[src/rtl/pulpemu_rst_ctrl.sv]
// Board-level reset controller for the PULP emulator. It synchronizes the button, JTAG TRST and
// clock-lock inputs, debounces the button, and stretches the SoC reset to a minimum width.
module pulpemu_rst_ctrl #(
  parameter int SYNC_STAGES     = 2,
  parameter int DEBOUNCE_CYCLES = 1000,
  parameter int HOLD_CYCLES     = 256
) (
  input  logic       clk_i,
  input  logic       rst_i,
  input  logic       btn_rst_i,
  input  logic       jtag_trst_ni,
  input  logic       clk_locked_i,
  output logic       soc_rst_no,
  output logic       rst_active_o,
  output logic [1:0] rst_cause_o,
  output logic [7:0] rst_count_o
);

  localparam int DB_W = (DEBOUNCE_CYCLES > 1) ? $clog2(DEBOUNCE_CYCLES) : 1;
  localparam int HC_W = (HOLD_CYCLES > 1) ? $clog2(HOLD_CYCLES) : 1;
  localparam logic [DB_W-1:0] DB_LAST = DB_W'(DEBOUNCE_CYCLES - 1);
  localparam logic [HC_W-1:0] HC_LAST = HC_W'(HOLD_CYCLES - 1);

  typedef enum logic {HOLD = 1'b0, RUN = 1'b1} state_e;

  logic [SYNC_STAGES-1:0] btn_sync_q, trst_sync_q, lock_sync_q;
  logic                   btn_sync, trst_sync, lock_sync;

  logic [DB_W-1:0] db_cnt_q, db_cnt_d;
  logic            btn_db_q, btn_db_d;

  state_e          state_q;
  logic [HC_W-1:0] hold_cnt_q;
  logic            soc_rst_nq;
  logic            rst_active_q;
  logic [1:0]      rst_cause_q, rst_cause_d;
  logic [7:0]      rst_count_q, rst_count_d;
  logic            req;

  // Reset values make every chain request reset until real input levels have propagated.
  always_ff @(posedge clk_i) begin
    if (rst_i) begin
      btn_sync_q  <= '1;
      trst_sync_q <= '0;
      lock_sync_q <= '0;
    end else begin
      btn_sync_q  <= {btn_sync_q[SYNC_STAGES-2:0], btn_rst_i};
      trst_sync_q <= {trst_sync_q[SYNC_STAGES-2:0], jtag_trst_ni};
      lock_sync_q <= {lock_sync_q[SYNC_STAGES-2:0], clk_locked_i};
    end
  end

  assign btn_sync  = btn_sync_q[SYNC_STAGES-1];
  assign trst_sync = trst_sync_q[SYNC_STAGES-1];
  assign lock_sync = lock_sync_q[SYNC_STAGES-1];

  always_comb begin
    db_cnt_d = '0;
    btn_db_d = btn_db_q;
    if (btn_sync != btn_db_q) begin
      if (db_cnt_q == DB_LAST) btn_db_d = btn_sync;
      else                     db_cnt_d = db_cnt_q + DB_W'(1);
    end
  end

  always_ff @(posedge clk_i) begin
    if (rst_i) begin
      db_cnt_q <= '0;
      btn_db_q <= 1'b1;
    end else begin
      db_cnt_q <= db_cnt_d;
      btn_db_q <= btn_db_d;
    end
  end

  assign req = btn_db_q | ~trst_sync | ~lock_sync;

  // Lock loss outranks JTAG, which outranks the button, when several sources fire together.
  always_comb begin
    rst_cause_d = 2'b01;
    if (!lock_sync)      rst_cause_d = 2'b11;
    else if (!trst_sync) rst_cause_d = 2'b10;
    rst_count_d = (rst_count_q == 8'hFF) ? rst_count_q : rst_count_q + 8'd1;
  end

  always_ff @(posedge clk_i) begin
    if (rst_i) begin
      state_q      <= HOLD;
      hold_cnt_q   <= '0;
      soc_rst_nq   <= 1'b0;
      rst_active_q <= 1'b1;
      rst_cause_q  <= 2'b00;
      rst_count_q  <= 8'd0;
    end else begin
      case (state_q)
        HOLD: begin
          if (req) begin
            hold_cnt_q <= '0;
          end else if (hold_cnt_q == HC_LAST) begin
            state_q      <= RUN;
            hold_cnt_q   <= '0;
            soc_rst_nq   <= 1'b1;
            rst_active_q <= 1'b0;
          end else begin
            hold_cnt_q <= hold_cnt_q + HC_W'(1);
          end
        end
        RUN: begin
          if (req) begin
            state_q      <= HOLD;
            hold_cnt_q   <= '0;
            soc_rst_nq   <= 1'b0;
            rst_active_q <= 1'b1;
            rst_cause_q  <= rst_cause_d;
            rst_count_q  <= rst_count_d;
          end
        end
        default: begin
          state_q      <= HOLD;
          hold_cnt_q   <= '0;
          soc_rst_nq   <= 1'b0;
          rst_active_q <= 1'b1;
        end
      endcase
    end
  end

  assign soc_rst_no   = soc_rst_nq;
  assign rst_active_o = rst_active_q;
  assign rst_cause_o  = rst_cause_q;
  assign rst_count_o  = rst_count_q;

endmodule
[config.mk]
export PLATFORM = sky130hd
export DESIGN_NAME = pulpemu_rst_ctrl
export DESIGN_NICKNAME = d
export VERILOG_FILES = /design/src/rtl/pulpemu_rst_ctrl.sv
export SDC_FILE = /design/constraint.sdc
export NUM_CORES = 1
export LEC_CHECK = 0
export ABC_AREA = 0
export ABC_CLOCK_PERIOD_IN_PS = 1400
export CAP_MARGIN = 20
export CORE_MARGIN = 10
export CORE_UTILIZATION = 49
export DETAILED_ROUTE_END_ITERATION = 10
export HOLD_SLACK_MARGIN = 0.05
export PLACE_DENSITY = 0.73
export SLEW_MARGIN = 5
export SYNTH_ARGS = -nofsm -noshare
export SYNTH_HDL_FRONTEND = slang
export SYNTH_SLANG_ARGS = --single-unit
export TNS_END_PERCENT = 20
[constraint.sdc]
create_clock -name clk_i -period 1.4 [get_ports clk_i]
set_input_delay 0.14 -clock clk_i [delete_from_list [all_inputs] [get_ports clk_i]]
set_output_delay 0.14 -clock clk_i [all_outputs]
set_load 0.02 [all_outputs]
==> flow_summary.yaml <==
synthesis:
  ys_ff_latch: 38
  yosysWarnings: 0
  syn_inst: 182
  seq_area_frac_synth_pct: 46.3
  synth_area_per_cell_um2: 9.03
  synth.distinct_cells: 40
  async_flop_share_pct: 0
  synthFlopType: "dfxtp_1"
  synth_edf_count: 0
  synth_fp_nets: 190
  syn_area_um2: 1640
placement:
  dp.cells: 264
  dpl_cell_area_um2: 2080
  dpl.hpwl_um: 2620
  place_ws_ns: -0.0912
  portBuffers: 16
  place.gp.congestion: 0.897
detailed_routing:
  via_per_inst: 5.26
  wl_per_cell_um: 13.3
  antenna_left: 0
  firstDrtPassIters: 4
  num_vias: 1430
  drt-total-wl_um: 3620
  drt-initial-drc-count: 71
  drc: 0
global_route:
  track_usage_pct: 11.9
  grt_pass1_wl_um: 5960
  grt_max_degree: 17
  grt_pass1_vias: 1386
  gr-total-overflow: 0
  antenna_found_initial: 0
clock_network:
  hold_buffers: 0
  cts.clk_slew.worst_paths_ns: 0.10
  worstSkewPairLatency_ns: 0.34
  ctsRootBufferMaster: "clkbuf_4"
  cts_buffers: 5
  cts_tree: "done"
  htree_num_levels: 2
  clock-sinks: 38
  clockBufferDepth: 2
timing:
  hold_violations: 0
  rsz0062_at_grt: "yes"
  period_minus_slack_ns: 1.44
  timing.final.crit_share_pct: 103
  slew_violations: 0
  worst-slew-pin-transition_ns: 0.333
  fin_skew_ns: 0.00872
  max_freq_ghz: 0.695
  fin_ws_ns: -0.0385
  maxSlewHeadroom_pct: 77.7
  setup_violations: 4
floorplan:
  dieArea_um2: 6070
  die_h_um: 77.9
  io_pins: 17
  start_util_pct: 52.5
  row_count: 20
  die_x_um: 77.9
  core_area_um2: 3130
finish:
  stdcell_area_um2: 2240
  fin_util_pct: 71.5
  final_cell_mix: "buf_4, dfxtp_1, nor2_1, dfxtp_2"
  drive_gt1_share_pct: 29.8
  final_common_cell: "buf_4"
  finalNetCount: 236
  area_growth_pct: 36.2
  stdcell_count: 272
  diodes: 0
power_and_ir_drop:
  p_leak_nw: 0.884
  p_int_mw: 1.35
  seqPwrFrac_pct: 63.9
  clkPwrFrac_pct: 33.6
  switchingPower_mw: 0.365
  ir_drop_mv: 0.656
  swShare_pct: 21.3
  power_frac_comb_pct: 2.5
  power_density_nw_per_um2: 765
  finalPower_mw: 1.71
setup_path:
  cp-end-kind: "register"
  cp_max_fo: 2
  critPathRequiredTime_ns: 1.63
  critPathArrivalTime_ns: 1.67
  worstSetupPathType: "reg2reg"
  crit_path_start_kind: "register"
job:
  cap_violations: 0
outcome:
  outcome: "complete, but fails checks"
  failed_checks: "setup timing"
worst_hold_path:
  hp-class: "in2reg"
==> area by class of cell <==
type	count	area, um^2
tap	44	55.1
timing repair buffer	45	370
inverter	7	26.3
clock buffer	7	55.1
fill	248	891
multi-input combinational	131	947
sequential	38	783
==> repair_timing <==
item                                    in CTS  in global routing
pin swaps                                    2                  6
endpoints found under the setup margin      29                 24
gates resized for setup                     18                 21
setup buffers                                0                  1
cloned                                       0                  0
==> kinds of logic (layout without fill, tap and decap cells) <==
family | Yosys count | after routing | synth area share, %
flops | 38 | 38 | 46.3
simple gates | 87 | 87 | 28.9
mux | 5 | 5 | 3.12
buf+inv | 13 | 59 | 3.50
compound gates | 24 | 24 | 9.52
fa+ha+maj | 3 | 3 | 2.29
xor+xnor | 12 | 12 | 6.40
==> worst max-delay path, cell delays in order, from the launching register on <==
cell	delay [ns]
dfxtp_2	0.34
nand4_1	0.19
buf_4	0.21
nor4_4	0.27
mux2_4	0.32
==> layer usage <==
metal	GRT usage [%]	wire (um)	up-vias
met5	0	0	-
met4	6.63	83	0
met3	3.57	128	10
met2	20.2	1800	21
met1	13.0	1610	668
li1	-	-	731
==> sequential cells by signal (all words and copies together), names as in the netlist <==
signal,flops
db_cnt_q,10
btn_sync_q,2
trst_sync_q,2
btn_db_q,1
rst_cause_o,2
soc_rst_no,1
state_q,1
rst_active_o,1
lock_sync_q,2
rst_count_o,8
hold_cnt_q,8
==> synthesized netlist by cell type, types with 2 or more instances <==
library cell | number | area, um^2
a21oi_1 | 9 | 45.0
a31oi_1 | 3 | 18.8
and2_1 | 2 | 12.5
and4_1 | 2 | 17.5
clkbuf_1 | 3 | 11.3
dfxtp_1 | 38 | 761
ha_1 | 3 | 37.5
inv_1 | 7 | 26.3
mux2i_1 | 4 | 40.0
nand2_1 | 12 | 45.0
nand2b_1 | 6 | 37.5
nand3_1 | 9 | 45.0
nand4_1 | 4 | 25.0
nor2_1 | 21 | 78.8
nor2b_1 | 6 | 37.5
nor3_1 | 7 | 35.0
nor4_1 | 2 | 12.5
o21ai_1 | 3 | 15.0
o31ai_1 | 2 | 15.0
or2_1 | 3 | 18.8
or3_1 | 5 | 31.3
or4_1 | 3 | 22.5
xnor2_1 | 7 | 61.3
xor2_1 | 5 | 43.8
==> power by group through the flow <==
stage | sequential (mW) | combinational [mW] | clock [mW]
CTS | 1.09 | 0.0423 | 0.585
finish | 1.09 | 0.0429 | 0.575
global placement | 1.12 | 0.0400 | 0
global route | 1.10 | 0.0479 | 0.642
detailed placement | 1.12 | 0.0419 | 0
floorplan | 1.12 | 0.0220 | 0
==> final timing paths <==
kind	from	end	slack, ns	depth (start not counted)
max	rst_count_o[5]	rst_count_o[7]	-0.04	4
max reg2reg	rst_count_o[5]	rst_count_o[7]	-0.04	4
min	clk_locked_i	lock_sync_q[0]	0.36	2
min reg2reg	btn_sync_q[0]	btn_sync_q[1]	0.42	1
==> metrics by stage <==
stage	hold slack [ns]	TNS, ns
3_3_place_gp	0.387	-0.104
4_1_cts	0.351	-0.0387
5_1_grt	0.353	-0.482
6_report	0.356	-0.0812
2_1_floorplan	0.237	-0.00493
3_5_place_dp	0.394	-0.704
Power figures use the tool's default switching activity.
